### src/rtl/fsm_run_logger_if.sv
// Record drain handshake between the run logger and its consumer.
// The logger drives valid/data, the consumer answers with ready.
interface fsm_run_logger_if #(
  parameter int LEN_W = 8
);
  logic             rec_valid;
  logic [LEN_W-1:0] rec_data;
  logic             rec_ready;

  modport master (output rec_valid, output rec_data, input rec_ready);
  modport slave  (input rec_valid, input rec_data, output rec_ready);
endinterface

### src/rtl/fsm_run_logger.sv
// Measures each contiguous run of z high and queues the run lengths in a FIFO.
// Also counts run starts and flags records dropped while the FIFO is full.
module fsm_run_logger #(
  parameter int LEN_W = 8,
  parameter int DEPTH = 4,
  parameter int CNT_W = 16
) (
  input  logic                    Clock,
  input  logic                    Resetn,
  input  logic                    z,
  input  logic                    clr,
  fsm_run_logger_if.master        rec,
  output logic [CNT_W-1:0]        event_count,
  output logic                    overflow,
  output logic [$clog2(DEPTH):0]  fill
);

  localparam int AW = $clog2(DEPTH);
  localparam logic [AW:0] FULL_CNT = (AW + 1)'(DEPTH);

  typedef enum logic {IDLE, RUN} state_t;

  state_t           state, state_nxt;
  logic [LEN_W-1:0] len, len_nxt;
  logic             z_d;
  logic             start, push, pop, full, wr_en, drop, valid;
  logic [AW-1:0]    wr_ptr, rd_ptr;
  logic [LEN_W-1:0] mem [DEPTH];

  function automatic logic [LEN_W-1:0] sat_inc(input logic [LEN_W-1:0] v);
    return (&v) ? v : v + LEN_W'(1);
  endfunction

  // Run tracker: start on a rising z, count while high, emit a record on the fall
  always_comb begin
    state_nxt = state;
    len_nxt   = len;
    start     = 1'b0;
    push      = 1'b0;
    if (clr) begin
      state_nxt = IDLE;
      len_nxt   = '0;
    end else begin
      case (state)
        IDLE: begin
          if (z && !z_d) begin
            state_nxt = RUN;
            len_nxt   = LEN_W'(1);
            start     = 1'b1;
          end
        end
        RUN: begin
          if (z) begin
            len_nxt = sat_inc(len);
          end else begin
            push      = 1'b1;
            state_nxt = IDLE;
            len_nxt   = '0;
          end
        end
        default: state_nxt = IDLE;
      endcase
    end
  end

  assign valid = (fill != '0);
  assign full  = (fill == FULL_CNT);
  assign pop   = valid && rec.rec_ready && !clr;
  // A pop in the same cycle frees the slot, so a full FIFO still accepts the push
  assign wr_en = push && (!full || pop);
  assign drop  = push && full && !pop;

  assign rec.rec_valid = valid;
  assign rec.rec_data  = valid ? mem[rd_ptr] : '0;

  always_ff @(posedge Clock or negedge Resetn) begin
    if (!Resetn) begin
      state       <= IDLE;
      len         <= '0;
      z_d         <= 1'b0;
      event_count <= '0;
      overflow    <= 1'b0;
      fill        <= '0;
      wr_ptr      <= '0;
      rd_ptr      <= '0;
    end else begin
      state <= state_nxt;
      len   <= len_nxt;
      z_d   <= z;
      if (clr) begin
        event_count <= '0;
        overflow    <= 1'b0;
        fill        <= '0;
        wr_ptr      <= '0;
        rd_ptr      <= '0;
      end else begin
        if (start) event_count <= event_count + CNT_W'(1);
        if (drop) overflow <= 1'b1;
        if (wr_en) wr_ptr <= wr_ptr + AW'(1);
        if (pop) rd_ptr <= rd_ptr + AW'(1);
        if (wr_en && !pop) fill <= fill + (AW + 1)'(1);
        else if (pop && !wr_en) fill <= fill - (AW + 1)'(1);
      end
    end
  end

  always_ff @(posedge Clock) begin
    if (wr_en) mem[wr_ptr] <= len;
  end

endmodule

### src/flat_wrapper.sv
// flat-port wrapper written by rule: the top's interface ports become plain ports
module fsm_run_logger_flat 
#(
  parameter int LEN_W = 8,
  parameter int DEPTH = 4,
  parameter int CNT_W = 16
)
  (Clock, Resetn, z, clr, event_count, overflow, fill, rec_rec_valid, rec_rec_data, rec_rec_ready);
  fsm_run_logger_if #(.LEN_W(LEN_W)) rec_i ();
  input  logic Clock;
  input  logic Resetn;
  input  logic z;
  input  logic clr;
  output logic [CNT_W-1:0] event_count;
  output logic overflow;
  output logic [$clog2(DEPTH):0] fill;
  output wire logic [$bits(rec_i.rec_valid)-1:0] rec_rec_valid;
  output wire logic [$bits(rec_i.rec_data)-1:0] rec_rec_data;
  input wire logic [$bits(rec_i.rec_ready)-1:0] rec_rec_ready;
  assign rec_rec_valid = rec_i.rec_valid;
  assign rec_rec_data = rec_i.rec_data;
  assign rec_i.rec_ready = rec_rec_ready;
  fsm_run_logger #(.LEN_W(LEN_W), .DEPTH(DEPTH), .CNT_W(CNT_W)) u_core (.Clock(Clock), .Resetn(Resetn), .z(z), .clr(clr), .rec(rec_i), .event_count(event_count), .overflow(overflow), .fill(fill));
endmodule
### config.mk
export PLATFORM = sky130hd
export DESIGN_NAME = fsm_run_logger_flat
export DESIGN_NICKNAME = d
export VERILOG_FILES = /design/src/rtl/fsm_run_logger_if.sv /design/src/rtl/fsm_run_logger.sv /design/src/flat_wrapper.sv
export SDC_FILE = /design/constraint.sdc
export NUM_CORES = 1
export LEC_CHECK = 0
export BUFFER_PORTS_ARGS = -buffer_cell sky130_fd_sc_hd__buf_2
export CAP_MARGIN = 40
export CORE_MARGIN = 1
export CORE_UTILIZATION = 58
export CTS_CLUSTER_SIZE = 12
export DETAILED_ROUTE_END_ITERATION = 16
export PLACE_DENSITY = 0.79
export SYNTH_ARGS = -nofsm -noshare
export SYNTH_HDL_FRONTEND = slang
export SYNTH_SLANG_ARGS = --single-unit
### constraint.sdc
create_clock -name Clock -period 2.8 [get_ports Clock]
set_input_delay 0.56 -clock Clock [delete_from_list [all_inputs] [get_ports Clock]]
set_output_delay 0.56 -clock Clock [all_outputs]
set_load 0.01 [all_outputs]
==> results.py, run 1 <==
metrics = {
    "worst_setup_path": {
        "critPathLaunchType": "register",
        "worst-setup-path-type": "reg -> out",
        "cp.required_ns": 2.24,
        "worstSetupEndpointType": "output port",
        "worstPathArrival_ns": 1.96,
        "crit_fanout": 10,
    },
    "clock_network": {
        "post_cts_resize_count": 0,
        "number_of_buffers_added_for_setup_after_cts": 0,
        "cts.htree.levels": 3,
        "clock_insertion_delay_worst_skew_ns": 0.34,
        "cts_root_buf": "sky130_fd_sc_hd__clkbuf_8",
        "cts_tree": "yes",
        "cts_inserted_buffers": 9,
        "cts-hold-fix-buffers": 0,
        "max-clock-path-buffers": 2,
        "clk_pin_slew_worst_paths_ns": 0.07,
        "clock_sink_count": 66,
    },
    "floorplanning": {
        "die_area_um2": 5678,
        "start_util": 0.6071,
        "die_x_um": 75.35,
        "placeableCoreArea_um2": 5140,
        "fp.dieH_um": 75.35,
        "floorplan.io_pins": 34,
        "rows": 26,
    },
    "routing": {
        "route.detailed.vias_per_inst": 5.698,
        "ant_nets": 0,
        "num_vias": 2097,
        "drc_errors": 0,
        "avgRoutedWirePerCell_um": 15.71,
        "routed_wl_mm": 5.783,
        "detailed_router_s_first_iteration_violation_count": 165,
        "drt_pass1_iterations": 4,
    },
    "place": {
        "dpl.hpwl_mm": 3.910,
        "place_worst_setup_slack_ns": 0.3531,
        "final_weighted_congestion_in_routability_driven_placement": 0.7988,
        "io_buffers": 33,
    },
    "power_and_ir_drop": {
        "proportion_of_power_drawn_by_combinational_gates": 0.195,
        "switchingPower_w": 0.0006636,
        "share_clk_of_total_power": 0.334,
        "worst_ir_drop_vdd_uv": 505.7,
        "intPower_w": 0.001682,
        "p_sw_frac": 0.2829,
        "share_seq_of_total_power": 0.471,
        "power_dens_cells_nw_per_um2": 661.0,
        "leakagePower_nw": 1.417,
    },
    "global_route": {
        "met1_usage": 0.3209,
        "grt-ovfl-total": 0,
        "grtUsageMet2": 0.3433,
        "grt_pass1_vias": 1927,
        "busiest_layer": "met2",
        "total_routing_usage_gr": 0.2283,
        "global_route.usage.met3": 0.06085,
        "antenna_found_initial": 0,
        "maximum_number_of_pins_on_one_net_before_global_route_repair": 35,
        "grt_pass1_wl_mm": 9.287,
    },
    "sta": {
        "timing.clock.skew_ns": 0.008917,
        "post-route-worst-setup-slack_ns": 0.2755,
        "highest_clock_rate_mhz": 396.1,
        "slew_headroom": 0.4898,
        "setup_tns_ns": 0,
        "timing.final.hold_violations": 0,
        "rsz0062_at_grt": "no",
        "setup_viol_count_final": 0,
        "worst_slew_pin_slew_ns": 0.7653,
        "post-route-period-util": 0.9016,
        "final_max_slew_viol_count": 0,
        "final.min_clock_period_ns": 2.524,
    },
    "yosys": {
        "synth_flop_cell": "sky130_fd_sc_hd__dfrtp_1",
        "syn-cell-area_um2": 3120,
        "synth.ff_latch_count": 66,
        "number_of_unique_standard_cell_types_used_by_synthesis": 47,
        "number_of_synthesized_flops_with_an_enable_pin": 32,
        "seq_area_frac_synth": 0.5806,
        "ys_warn_count": 0,
        "asyncSetResetFlopFracSynth": 0.5152,
        "synth.avg_cell_area_um2": 12.24,
        "postSynthNetCount": 267,
        "synthesis.instances": 255,
    },
    "min_path": {
        "class_of_the_worst_hold_path": "in -> async",
    },
    "outcome": {
        "run_status": "finished clean",
    },
    "final_layout": {
        "antenna-diode-count": 0,
        "area_delta_synth_final_pct": 13.71,
        "drive_above_1_share": 0.2114,
        "fillerInstances": 408,
        "nNetsFinal": 305,
    },
    "run": {
        "max-cap-violations": 0,
    },
}
-- registers in the layout, summed over array words and instances (netlist names) --
signal	flops
u_core.overflow	1
u_core.event_count	16
u_core.len	8
u_core.mem	32
u_core.wr_ptr	2
u_core.rd_ptr	2
u_core.state	1
u_core.fill	3
u_core.z_d	1
-- cells in the mapped netlist, types with 4 or more instances --
master	n	area share
sky130_fd_sc_hd__a21oi_1	16	0.026
sky130_fd_sc_hd__a31oi_1	4	0.0080
sky130_fd_sc_hd__and2_1	14	0.028
sky130_fd_sc_hd__dfrtp_1	34	0.27
sky130_fd_sc_hd__edfxtp_1	32	0.31
sky130_fd_sc_hd__ha_1	6	0.024
sky130_fd_sc_hd__inv_1	9	0.011
sky130_fd_sc_hd__mux2i_1	4	0.013
sky130_fd_sc_hd__mux4_2	8	0.058
sky130_fd_sc_hd__nand2_1	15	0.018
sky130_fd_sc_hd__nand3_1	4	0.0064
sky130_fd_sc_hd__nand4_1	7	0.014
sky130_fd_sc_hd__nor2_1	19	0.023
sky130_fd_sc_hd__o211ai_1	4	0.0096
sky130_fd_sc_hd__o21ai_0	9	0.014
sky130_fd_sc_hd__o31ai_1	5	0.012
sky130_fd_sc_hd__or3_1	9	0.018
sky130_fd_sc_hd__or4_1	4	0.0096
sky130_fd_sc_hd__xor2_1	8	0.022
-- critical path, stage by stage (launching register included) --
cell and delay, ns:
sky130_fd_sc_hd__dfrtp_1 0.74, sky130_fd_sc_hd__mux4_2 0.59, sky130_fd_sc_hd__and2_1 0.17, sky130_fd_sc_hd__buf_2 0.13
-- placed cells by master (no fill, tap or decap), drive strengths merged, types with 9 or more instances in the layout --
cell     n
or3      9
nor2    19
dfrtp   34
buf     35
edfxtp  32
o21ai   11
clkbuf  11
and2    14
a21oi   16
nand2   15
inv      9
-- power by group through the flow --
stage,clock network [W],logic (W),registers (W)
finish,0.000784,0.000457,0.00110
global route,0.000838,0.000524,0.00111
CTS,0.000795,0.000461,0.00110
detailed placement,0,0.000458,0.00112
global placement,0,0.000447,0.00112
floorplan,0,0.000327,0.00110
-- final timing paths --
kind                                   from               end  slack [ns]  cells past startpoint
min in group Clock                        z        u_core.z_d        0.41                      1
min reg2reg                 u_core.overflow   u_core.overflow        0.52                      2
min                                  Resetn     u_core.len[4]        0.28                      1
max reg2reg                  u_core.fill[1]    u_core.fill[2]        0.38                      7
max                        u_core.rd_ptr[0]   rec_rec_data[1]        0.28                      3
max in group asynchronous            Resetn  u_core.rd_ptr[0]        2.02                      1
-- cell type report --
type,count,area [um^2],area share
inverters,9,33.78,0.009520
flip-flops and latches,66,1812,0.5106
clock inverters,5,53.80,0.01516
clock buffers,11,141.4,0.03985
multi-input cells,172,1240,0.3494
well taps,70,87.58,0.02468
repair buffers,35,180.2,0.05078
-- routing by layer --
metal | share of wire | wire (um)
met5 | 0 | 0
met4 | 0.021 | 119
met3 | 0.040 | 233
met2 | 0.48 | 2773
met1 | 0.46 | 2656
-- kinds of logic (layout without fill, tap and decap cells) --
kind of cell               after synthesis  in the layout  synth area share
AOI/OAI and AO/OA                       48             48           0.09583
and+or+nand+nor                         95             95            0.1716
xor gates and xnor gates                 9              9           0.02526
buffers and inverters                   17             60           0.02205
DFF                                     66             66            0.5806
muxes                                   13             13           0.07418
adders and majority gates                7              7           0.03047
-- through the flow --
stage / power, W / hold WS (ns) / std cells / util / area (um^2)
final: 0.002346 / 0.2827 / 368 / 0.6904 / 3548
after global routing: 0.002473 / 0.3479 / 368 / 0.6904 / 3548
after CTS: 0.002360 / 0.3064 / 368 / 0.6904 / 3548
after detailed placement: 0.001582 / 0.4990 / 352 / 0.6524 / 3353
after global placement: 0.001568 / 0.5242 / 352 / 0.6524 / 3353
after floorplan: 0.001429 / 0.2644 / 255 / - / 3120
No activity file was read; power rests on OpenSTA's default activity.
==> inputs of run 2 (changes only) <==
--- a/config.mk
+++ b/config.mk
@@ -7,11 +7,13 @@
 export LEC_CHECK = 0
 export BUFFER_PORTS_ARGS = -buffer_cell sky130_fd_sc_hd__buf_2
 export CAP_MARGIN = 40
+export CELL_PAD_IN_SITES_DETAIL_PLACEMENT = 1
+export CELL_PAD_IN_SITES_GLOBAL_PLACEMENT = 1
 export CORE_MARGIN = 1
-export CORE_UTILIZATION = 58
+export CORE_UTILIZATION = 35
 export CTS_CLUSTER_SIZE = 12
 export DETAILED_ROUTE_END_ITERATION = 16
-export PLACE_DENSITY = 0.79
+export PLACE_DENSITY = 0.73
 export SYNTH_ARGS = -nofsm -noshare
 export SYNTH_HDL_FRONTEND = slang
 export SYNTH_SLANG_ARGS = --single-unit
==> run 2 against run 1 <==
Worst setup slack improved by 0.037 ns. Cell count grew 11%. Via count grew 2.7%. Routed wire length up 18%. Combinational power rose by 7.4%. Maximum frequency is 1.5% higher. Sequential share of layout area is 1.3 points lower. Clock skew is essentially flat. Clock power up 16%. Register-to-register slack gained 0.21 ns. Critical path type unchanged. Largest power group unchanged.
==> results.py, run 2 (synthesized netlist as in run 1, its figures left out) <==
metrics = {
    "worst_setup_path": {
        "cp.required_ns": 2.24,
        "kind_of_cell_with_the_highest_combined_delay_on_the_critical_path": "flip-flops",
        "worstPathArrival_ns": 1.93,
        "worstSetupEndpointType": "output port",
        "crit_fanout": 9,
        "worst-setup-path-type": "reg -> out",
        "critPathLaunchType": "register",
        "crit_slowest_cell": "sky130_fd_sc_hd__dfrtp_1",
        "worstPathBufferInverterCount": 1,
        "worst_path_largest_cell_delay_ns": 0.70,
        "worstPathCellList": "mux4_2 -> and2_1 -> buf_2",
    },
    "clock_network": {
        "max-clock-path-buffers": 2,
        "cts-hold-fix-buffers": 0,
        "cts_tree": "yes",
        "clock_sink_count": 66,
        "clk_pin_slew_worst_paths_ns": 0.08,
        "cts_root_buf": "sky130_fd_sc_hd__clkbuf_8",
        "cts.htree.levels": 3,
        "number_of_buffers_added_for_setup_after_cts": 0,
        "cts_inserted_buffers": 9,
        "clock_insertion_delay_worst_skew_ns": 0.34,
        "post_cts_resize_count": 0,
    },
    "place": {
        "io_buffers": 33,
        "post_dp_cell_area_um2": 3416,
        "dpl.hpwl_mm": 4.725,
        "final_weighted_congestion_in_routability_driven_placement": 0.7540,
    },
    "routing": {
        "ant_nets": 0,
        "num_vias": 2154,
        "routed_wl_mm": 6.800,
        "route.detailed.vias_per_inst": 5.279,
        "drc_errors": 0,
        "drt_pass1_iterations": 4,
        "detailed_router_s_first_iteration_violation_count": 55,
        "avgRoutedWirePerCell_um": 16.67,
    },
    "sta": {
        "final.min_clock_period_ns": 2.487,
        "post-route-period-util": 0.8884,
        "setup_viol_count_final": 0,
        "timing.clock.skew_ns": 0.009164,
        "final_max_slew_viol_count": 0,
        "slew_headroom": 0.4638,
        "highest_clock_rate_mhz": 402.0,
        "whs_ns": 0.3004,
        "rsz0062_at_grt": "no",
        "worst_slew_pin_slew_ns": 0.8043,
        "timing.final.hold_violations": 0,
        "setup_tns_ns": 0,
    },
    "floorplanning": {
        "die_x_um": 96.42,
        "placeableCoreArea_um2": 8678,
        "die_area_um2": 9297,
        "fp.dieH_um": 96.42,
        "start_util": 0.3596,
        "floorplan.io_pins": 34,
        "rows": 34,
    },
    "global_route": {
        "grt-ovfl-total": 0,
        "maximum_number_of_pins_on_one_net_before_global_route_repair": 35,
        "antenna_found_initial": 0,
        "grt_pass1_wl_mm": 10.75,
        "grt_pass1_vias": 2140,
        "total_routing_usage_gr": 0.1578,
    },
    "final_layout": {
        "mostFrequentLayoutCells": "sky130_fd_sc_hd__dfrtp_1, sky130_fd_sc_hd__buf_2, sky130_fd_sc_hd__edfxtp_1",
        "antenna-diode-count": 0,
        "layout.cells.most_common": "sky130_fd_sc_hd__dfrtp_1",
        "layout.cell_area.non_filler_um2": 3643,
        "largest_registers_ranked_by_flip_flop_count": "u_core.mem: 32 flops, u_core.event_count: 16 flops, u_core.len: 8 flops",
        "max_flop_register": "u_core.mem",
        "final_core_utilization": 0.4198,
        "largest_reg_flops": 32,
        "nNetsFinal": 307,
        "drive_above_1_share": 0.2233,
        "area_delta_synth_final_pct": 16.76,
    },
    "run": {
        "max-cap-violations": 0,
    },
    "outcome": {
        "run_status": "finished clean",
    },
    "power_and_ir_drop": {
        "fin_total_pwr_w": 0.002505,
        "power_dens_cells_nw_per_um2": 687.6,
        "worst_ir_drop_vdd_uv": 251.4,
        "leakagePower_nw": 1.447,
    },
    "min_path": {
        "class_of_the_worst_hold_path": "in -> async",
    },
}
-- run 2: routing by layer --
metal,routed length (um),GRT usage,vias up
li1,-,-,1030
met1,3114,0.2093,1091
met2,3416,0.2553,26
met3,175,0.03756,7
met4,94,0.05147,0
met5,0,0,-
-- run 2: layout make-up --
class	instances	area, um^2
repair buffers	37	195.2
multi-input cells	172	1240
flip-flops and latches	66	1812
clock buffers	10	137.6
inverters	9	33.78
fillers	978	5035
well taps	108	135.1
clock inverters	6	90.09
-- run 2: worst register-to-register path, cell delays in order (launching register included) --
cell	delay, ns
sky130_fd_sc_hd__dfrtp_1	0.48
sky130_fd_sc_hd__nand2b_1	0.24
sky130_fd_sc_hd__a211oi_1	0.10
sky130_fd_sc_hd__and2_1	0.16
sky130_fd_sc_hd__fa_1	0.42
sky130_fd_sc_hd__or3_1	0.40
sky130_fd_sc_hd__a31oi_1	0.20
sky130_fd_sc_hd__a21oi_1	0.08
-- run 2: path summary, 6_finish.rpt --
check	to	slack (ns)	cells past startpoint	startpoint
worst max-delay path	rec_rec_data[2]	0.31	3	u_core.rd_ptr[0]
worst max register to register	u_core.fill[2]	0.59	7	u_core.state
worst min-delay path	u_core.event_count[10]	0.30	1	Resetn
worst min register to register	u_core.overflow	0.54	2	u_core.overflow
max in group asynchronous	u_core.len[2]	1.98	1	Resetn
min in group Clock	u_core.z_d	0.42	1	z
-- run 2: report_power, final --
part / switching, W / total, W / internal, W
Sequential: 0.0000666 / 0.00111 / 0.00104
Clock: 0.000380 / 0.000907 / 0.000527
Combinational: 0.000260 / 0.000491 / 0.000231
-- run 2: per-stage QoR --
step           std cells  setup slack (ns)
2_1_floorplan        255            0.5054
3_3_place_gp         392            0.4404
3_5_place_dp         392            0.3495
4_1_cts              408            0.2374
5_1_grt              408            0.1522
6_report             408            0.3126
